### src/rtl/duck_motion_ctl.sv
// Duck flight controller: spawns a duck at a pseudo-random x, flies it with edge bounces,
// then lets it escape upward or, once shot, freezes, drops it to the grass line and respawns.
module duck_motion_ctl #(
  parameter int          SCREEN_W  = 1024,
  parameter int          DUCK_W    = 64,
  parameter int          GROUND_Y  = 600,
  parameter int          MOVE_DIV  = 650_000,
  parameter int          STEP      = 4,
  parameter int          FALL_STEP = 6,
  parameter int          FLY_TICKS = 500,
  parameter int          HIT_HOLD  = 30,
  parameter logic [15:0] LFSR_SEED = 16'hACE1
) (
  input  logic        clk,
  input  logic        rst,
  input  logic        game_enable,
  input  logic        hunt_start,
  input  logic        duck_killed,
  output logic [11:0] duck_xpos,
  output logic [11:0] duck_ypos,
  output logic        duck_visible,
  output logic        duck_facing_left,
  output logic        duck_falling,
  output logic        duck_escaped
);

  localparam int PW = (MOVE_DIV > 1) ? $clog2(MOVE_DIV) : 1;
  localparam logic signed [12:0] X_MAX  = 13'(SCREEN_W - DUCK_W);
  localparam logic signed [12:0] Y_MAX  = 13'(GROUND_Y - DUCK_W);
  localparam logic signed [12:0] STEP_S = 13'(STEP);
  localparam logic signed [12:0] FALL_S = 13'(FALL_STEP);
  localparam logic [11:0] X_TOP     = 12'(SCREEN_W - DUCK_W);
  localparam logic [11:0] Y_TOP     = 12'(GROUND_Y - DUCK_W);
  localparam logic [11:0] X_HALF    = 12'(SCREEN_W / 2);
  localparam logic [11:0] STEP_U    = 12'(STEP);
  localparam logic [15:0] FLY_LAST  = 16'(FLY_TICKS);
  localparam logic [15:0] HOLD_LAST = 16'(HIT_HOLD);

  typedef enum logic [2:0] {IDLE, SPAWN, FLY, ESCAPE, HIT, FALL, DONE} state_t;

  state_t         state_q, state_d;
  logic [11:0]    x_q, x_d, y_q, y_d;
  logic           vis_q, vis_d, left_q, left_d, fall_q, fall_d, esc_q, esc_d, up_q, up_d;
  logic [15:0]    fly_cnt_q, fly_cnt_d, hold_cnt_q, hold_cnt_d;
  logic [PW-1:0]  presc_q;
  logic [15:0]    lfsr_q;
  logic           tick;

  logic signed [12:0] x_s, y_s, x_mv, y_mv, fall_mv;
  logic [11:0]        x_clamp, y_clamp, x0;

  function automatic logic [11:0] clamp_pos(input logic signed [12:0] v,
                                            input logic signed [12:0] hi);
    if (v < 13'sd0)  return 12'd0;
    else if (v > hi) return hi[11:0];
    else             return v[11:0];
  endfunction

  function automatic logic out_of_range(input logic signed [12:0] v,
                                        input logic signed [12:0] hi);
    return (v < 13'sd0) || (v > hi);
  endfunction

  assign tick    = game_enable && (presc_q == PW'(MOVE_DIV - 1));
  assign x_s     = $signed({1'b0, x_q});
  assign y_s     = $signed({1'b0, y_q});
  assign x_mv    = left_q ? x_s - STEP_S : x_s + STEP_S;
  assign y_mv    = up_q   ? y_s - STEP_S : y_s + STEP_S;
  assign fall_mv = y_s + FALL_S;
  assign x_clamp = clamp_pos(x_mv, X_MAX);
  assign y_clamp = clamp_pos(y_mv, Y_MAX);
  assign x0      = {2'b00, lfsr_q[9:0]};

  always_comb begin
    state_d    = state_q;
    x_d        = x_q;
    y_d        = y_q;
    vis_d      = vis_q;
    left_d     = left_q;
    fall_d     = fall_q;
    esc_d      = 1'b0;
    up_d       = up_q;
    fly_cnt_d  = fly_cnt_q;
    hold_cnt_d = hold_cnt_q;
    if (!game_enable) begin
      state_d = IDLE;
      vis_d   = 1'b0;
      fall_d  = 1'b0;
    end else if ((state_q == FLY || state_q == ESCAPE) && duck_killed) begin
      // A hit freezes the duck even on a movement tick and pre-empts escape completion.
      state_d    = HIT;
      fall_d     = 1'b1;
      hold_cnt_d = 16'd0;
    end else begin
      case (state_q)
        IDLE: begin
          vis_d = 1'b0;
          if (hunt_start) state_d = SPAWN;
        end
        SPAWN: begin
          x_d       = (x0 <= X_TOP) ? x0 : x0 - X_HALF;
          y_d       = Y_TOP;
          left_d    = lfsr_q[10];
          up_d      = 1'b1;
          fly_cnt_d = 16'd0;
          vis_d     = 1'b1;
          state_d   = FLY;
        end
        FLY: if (tick) begin
          x_d = x_clamp;
          if (out_of_range(x_mv, X_MAX)) left_d = ~left_q;
          y_d = y_clamp;
          if (fly_cnt_q[4:0] == 5'd31) up_d = lfsr_q[0];
          if (y_mv < 13'sd0)     up_d = 1'b0;
          else if (y_mv > Y_MAX) up_d = 1'b1;
          fly_cnt_d = fly_cnt_q + 16'd1;
          if (fly_cnt_d == FLY_LAST) state_d = ESCAPE;
        end
        ESCAPE: if (tick) begin
          if (y_s <= STEP_S) begin
            y_d     = 12'd0;
            vis_d   = 1'b0;
            esc_d   = 1'b1;
            state_d = DONE;
          end else begin
            y_d = y_q - STEP_U;
          end
        end
        HIT: if (tick) begin
          hold_cnt_d = hold_cnt_q + 16'd1;
          if (hold_cnt_d == HOLD_LAST) state_d = FALL;
        end
        FALL: if (tick) begin
          if (fall_mv >= Y_MAX) begin
            y_d     = Y_TOP;
            vis_d   = 1'b0;
            fall_d  = 1'b0;
            state_d = DONE;
          end else begin
            y_d = fall_mv[11:0];
          end
        end
        DONE: if (tick) state_d = hunt_start ? SPAWN : IDLE;
        default: state_d = IDLE;
      endcase
    end
  end

  always_ff @(posedge clk or negedge rst) begin
    if (!rst) begin
      state_q    <= IDLE;
      x_q        <= 12'd0;
      y_q        <= Y_TOP;
      vis_q      <= 1'b0;
      left_q     <= 1'b0;
      fall_q     <= 1'b0;
      esc_q      <= 1'b0;
      up_q       <= 1'b0;
      fly_cnt_q  <= 16'd0;
      hold_cnt_q <= 16'd0;
      presc_q    <= '0;
      lfsr_q     <= LFSR_SEED;
    end else begin
      state_q    <= state_d;
      x_q        <= x_d;
      y_q        <= y_d;
      vis_q      <= vis_d;
      left_q     <= left_d;
      fall_q     <= fall_d;
      esc_q      <= esc_d;
      up_q       <= up_d;
      fly_cnt_q  <= fly_cnt_d;
      hold_cnt_q <= hold_cnt_d;
      presc_q    <= (!game_enable || tick) ? '0 : presc_q + PW'(1);
      lfsr_q     <= {lfsr_q[14:0], lfsr_q[15] ^ lfsr_q[13] ^ lfsr_q[12] ^ lfsr_q[10]};
    end
  end

  assign duck_xpos        = x_q;
  assign duck_ypos        = y_q;
  assign duck_visible     = vis_q;
  assign duck_facing_left = left_q;
  assign duck_falling     = fall_q;
  assign duck_escaped     = esc_q;

endmodule

### config.mk
export PLATFORM = sky130hd
export DESIGN_NAME = duck_motion_ctl
export DESIGN_NICKNAME = d
export VERILOG_FILES = /design/src/rtl/duck_motion_ctl.sv
export SDC_FILE = /design/constraint.sdc
export NUM_CORES = 1
export LEC_CHECK = 0
export BUFFER_PORTS_ARGS = -buffer_cell sky130_fd_sc_hd__buf_2
export CAP_MARGIN = 25
export CORE_MARGIN = 1
export CORE_UTILIZATION = 55
export CTS_BUF_LIST = sky130_fd_sc_hd__clkbuf_8
export CTS_CLUSTER_SIZE = 14
export DETAILED_ROUTE_END_ITERATION = 8
export PLACE_DENSITY_LB_ADDON = 0.05
export SLEW_MARGIN = 40
export SYNTH_ARGS = -nofsm -noshare
export SYNTH_HDL_FRONTEND = slang
export SYNTH_SLANG_ARGS = --single-unit
### constraint.sdc
create_clock -name clk -period 3.3 [get_ports clk]
set_input_delay 0.495 -clock clk [delete_from_list [all_inputs] [get_ports clk]]
set_output_delay 0.495 -clock clk [all_outputs]
set_load 0.1 [all_outputs]
### After elaboration in Yosys (flattened, before gate mapping)

Cells that the tools add are included.

| word-level totals | value |
|---|---|
| flip-flop bits (word level) | 100 |
| word-level logic and storage cells | 145 |
| output and inout port bits | 28 |

| cells by class | value |
|---|---|
| equal/unequal tests | 34 |
| magnitude comparators | 7 |
| muxes and demuxes | 58 |
| $add $sub $neg | 10 |
| bitwise gates (word level) | 5 |
| reduce and logical (&&, ||, !) cells | 19 |

Operators with widths:

| operator | number |
|---|---|
| two-way mux 12 bit | 11 |
| two-way mux 16 bit | 4 |
| case mux 12 bit (4 select lines) | 1 |
| adder 12 x 3 -> 13 bit (second input constant) | 3 |
| two-way mux 3 bit | 12 |
| adder 16 x 1 -> 16 bit (second input constant) | 2 |
| case mux 16 bit (2 select lines) | 1 |
| > comparator 13 x 11 -> 1 bit (second input constant) | 2 |
| < comparator 13 x 1 -> 1 bit (second input constant) | 2 |
| two-way mux 13 bit | 2 |
| subtractor 12 x 3 -> 13 bit (second input constant) | 2 |
| inequality test 4 bit (second input constant) | 6 |
| case mux 12 bit (2 select lines) | 1 |
| two-way mux 1 bit | 21 |
| case mux 3 bit (7 select lines) | 1 |
| adder 20 x 1 -> 20 bit (second input constant) | 1 |
| == test 20 bit (second input constant) | 1 |
| two-way mux 20 bit | 1 |
| == test 16 x 5 -> 1 bit (second input constant) | 1 |
| == test 16 x 9 -> 1 bit (second input constant) | 1 |
| greater-or-equal comparator 13 x 11 -> 1 bit (second input constant) | 1 |
| <= comparator 12 x 3 -> 1 bit (second input constant) | 1 |
| inequality test 4 x 3 -> 1 bit (second input constant) | 3 |
| AND reduction 6 bit | 2 |
| other kinds (28) | 50 |

### Depth between registers and ports, before layout

| logic depth | value |
|---|---|
| word-level depth | 7 |
| depth in mapped cells | 12 |
| gate-level depth less buffers | 12 |

### Least setup slack after synthesis

No wires, ideal clock.

| timing | value |
|---|---|
| kind | register to register |
| start point | register left_q (netlist: duck_facing_left) |
| end point | register left_q (netlist: duck_facing_left) |
| slack | -0.286 ns |
| required time | 3.228 ns |
| data arrival time | 3.514 ns |
| path buffers | 0 |
| cell stages (with the launch flop) | 12 |
| path through | dfrtp_1 > inv_1 > fa_1 > nor2b_1 > o21ai_0 > a21boi_0 > o22ai_1 > nor4b_1 > a221oi_1 > a21oi_1 > or4_1 > nand4_1 |

| between the ends | value |
|---|---|
| cells in the longest elaborated chain, start to end | 5 |

Ends and longest elaborated chain:

| element | line | source |
|---|---|---|
| from (decl) | 43 | `logic vis_q, vis_d, left_q, left_d, fall_q, fall_d, esc_q, esc_d, up_q, up_d;` |
| from (signal assigned) | 168 | `left_q <= left_d;` |
| two-way mux 13 bit | 67 | `assign x_mv = left_q ? x_s - STEP_S : x_s + STEP_S;` |
| < comparator 13 x 1 -> 1 bit / > comparator 13 x 11 -> 1 bit (equally long branches) | 61 | `return (v < 13'sd0) \|\| (v > hi);` |
| logical OR 1 bit | 61 |  |
| inequality test 2 x 1 -> 1 bit (no source line) | -- |  |
| AND reduction 5 bit (no source line) | -- |  |

Several ways; a longest one is shown, not always the timed one. The select of a mux whose other input is x is not followed.
A chain may end at the register's enable or synchronous reset.

### Worst setup path in the final report

Ends and elaborated chain as after synthesis.

==> summary.txt <==
Status
  – Status: finished with violations
  – Failing checks: DRC

Detailed routing
  – DR DRC count: 3
  – DR vias: 6066
  – Detail Route Antenna Nets: 0
  – Vias per inst: 6.25
  – Top routing layer used: met4
  – WL met3: 664 um
  – Met2 wire len: 7.66 mm
  – Wl on met1: 7.59 mm
  – Wire length per cell: 16.8 um
  – DRT Pass-1 Iters: 7
  – Drt initial violations: 381
  – Post-Route WL: 16.3 mm

Timing
  – Least-Margin Pin Slew: 688 ps
  – Relative slew margins: 54.1%
  – Hold WS: 133 ps
  – Fin crit period: 3130 ps
  – # setup viols final: 0
  – Setup Skew: 9.80 ps
  – Final period util: 94.9%
  – Hold Fails Final Rpt: 0
  – Peak Freq: 0.319 GHz
  – Pins over their slew limit: 0
  – Total negative slack: 0 ps

Final layout
  – Design Area, Final: 7310 um^2
  – Post-Layout Cell Count: 971
  – Fill cell count: 1045
  – Share of layout cells above drive strength 1: 13.6%
  – Fin nets: 861
  – Commonest non-fill, non-tap cell in the layout: dfrtp_1
  – Most frequent cells in the layout: dfrtp_1 (83), nor2_1 (80), o21ai_0 (80)
  – ANT cells: 0
  – Layout area overhead: 9.59%

Power and ir drop
  – Leakage power: 3.11 nW
  – PwrDens: 630 nW/um^2
  – Total power: 4.60 mW
  – Max IR drop VDD: 0.364 mV

Die
  – Full die area: 12600 um^2
  – DIE WIDTH: 112 um
  – Die Y: 112 um
  – Io pins: 33
  – Core area: 11600 um^2
  – Rows: 39
  – Effective utilization at floorplan: 57.4%

Setup path
  – CP Capture Type: flip-flop
  – Critical Path RT: 3610 ps
  – WP data arrival: 3440 ps
  – Crit path kind: reg -> reg
  – Crit path max fanout: 9
  – CP Launch Type: flip-flop

Synth
  – Cell count after synthesis: 793
  – Mapped Area: 6670 um^2
  – Post-synth top flop: dfrtp_1
  – Asr flop ratio synth: 100%
  – Post-synth EDFFs: 0
  – Sequential-to-total area share from yosys stat: 37.4%
  – Netlist cell types: 75
  – Yosys reg bits: 99
  – Syn nets: 831
  – Syn Area/Cell: 8.41 um^2
  – Syn. warnings: 0

Placed design
  – DP HPWL: 11.6 mm
  – Placed insts: 953
  – Placed cell area: 7040 um^2
  – # port buffers: 31
  – RePlAce Congestion: 0.879

Clock tree
  – CTS Buffer Depth: 2
  – Skew-Pair Late Insertion Delay: 380 ps
  – TritonCTS clock tree: built
  – Clock sinks: 99
  – CTS Root Cell: clkbuf_8
  – Worst-path clk slew: 100 ps
  – H-Tree Depth: 3
  – CTS buffer count: 9
  – Post-CTS Hold Buffers: 0

GRT
  – Gr ovfl total: 0
  – Pin count of the biggest net entering global routing: 82
  – Initial antenna violation count: 0
  – First-pass GRT wire length: 27.6 mm
  – Tot GR Track Use: 27.2%
  – Vias in the first global route: 5696

Min path
  – Worst min path class: in -> async

Job
  – Max cap viols: 0
[cells by family after synthesis]
group                    count (synthesis)  share of synthesized area [%]
adder cells (fa/ha/maj)                 33                           6.42
other                                    1                         0.0562
AO/OA/AOI/OAI                          230                           21.8
AND/OR/NAND/NOR                        324                           24.8
XOR/XNOR                                39                           5.12
flip-flops                              99                           37.4
buffers and inverters                   62                           3.66
multiplexers                             5                          0.788
[synth_stat cells, types with 6 or more instances]
cell / number / area share, %
o21a_1: 6 / 0.68
o31ai_1: 20 / 2.3
xor2_1: 14 / 1.8
a21oi_1: 43 / 3.2
or2_2: 7 / 0.66
o21ai_0: 81 / 6.1
dfstp_2: 11 / 4.3
a22oi_1: 8 / 0.90
nor3_1: 12 / 0.90
nor4_1: 12 / 1.1
buf_2: 6 / 0.45
or3_1: 7 / 0.66
o211ai_1: 6 / 0.68
nand2b_1: 15 / 1.4
nand3_1: 33 / 2.5
nand4_1: 11 / 1.0
nand2_1: 74 / 4.2
ha_1: 31 / 5.8
a31oi_1: 10 / 0.94
and3_1: 21 / 2.0
nor2_1: 81 / 4.6
dfrtp_1: 88 / 33
inv_1: 29 / 1.6
o22ai_1: 6 / 0.56
a22o_1: 7 / 0.92
clkbuf_1: 25 / 1.4
nor2b_1: 7 / 0.66
and2_1: 12 / 1.1
xnor2_1: 25 / 3.3
[final cells by class]
| cell class | instances | area (um^2) | share of cell area (%) |
|---|---|---|---|
| inverters | 29 | 109 | 1.49 |
| repair buffers | 52 | 322 | 4.40 |
| clock inverters | 6 | 65.1 | 0.890 |
| well taps | 143 | 179 | 2.45 |
| multi-input cells | 632 | 3990 | 54.6 |
| clock buffers | 10 | 138 | 1.88 |
| flip-flops and latches | 99 | 2500 | 34.3 |
[per-layer routing]
metal  up-vias  track usage, %
met3        29            5.45
met4         0            10.8
li1       2953               -
met2       141            43.1
met5         -               0
met1      2943            36.9
[through the flow]
| stage | util (%) | setup slack [ps] |
|---|---|---|
| CTS | 62.4 | 47.9 |
| detailed placement | 60.6 | 5.35 |
| finish | 62.9 | 167 |
| global placement | 60.6 | 175 |
| floorplan | - | -18.2 |
| global route | 62.9 | -21.3 |
[path summary, 6_finish.rpt]
check	from	to	slack, ps	cells after the start
min in group clk	lfsr_q[14]	lfsr_q[15]	380	0
max reg2reg	duck_facing_left	duck_facing_left	170	10
min	rst	duck_xpos[9]	130	1
max in group asynchronous	rst	presc_q[17]	2410	2
min reg2reg	lfsr_q[14]	lfsr_q[15]	380	0
max	duck_facing_left	duck_facing_left	170	10
[worst max-delay path, cell delays in order (launching register included)]
cell      delay [ps]
dfrtp_2          450
buf_4            190
ha_1             330
o21a_1           190
o21a_1           160
o21ai_0          360
o21bai_1         110
a221oi_1         510
a21oi_2          210
or4_1            440
nand4_1          110
[state kept, by name (all words and copies together) (netlist names)]
register / flops
duck_escaped: 1
duck_facing_left: 1
duck_falling: 1
duck_visible: 1
duck_xpos: 12
duck_ypos: 11
fly_cnt_q: 16
hold_cnt_q: 16
lfsr_q: 16
presc_q: 20
state_q: 3
up_q: 1
[timing repair]
| item | 4_1_cts | 5_1_grt |
|---|---|---|
| buffers inserted | 0 | 2 |
| resized for setup | 0 | 11 |
| setup endpoints to repair | 1 | 20 |
| pin swaps | 1 | 2 |
[report_power, final]
group | total (mW) | switching (mW) | internal [mW]
registers | 1.45 | 0.133 | 1.32
logic | 2.35 | 1.60 | 0.745
clock network | 0.804 | 0.432 | 0.373
(Power assumes the default switching activity.)
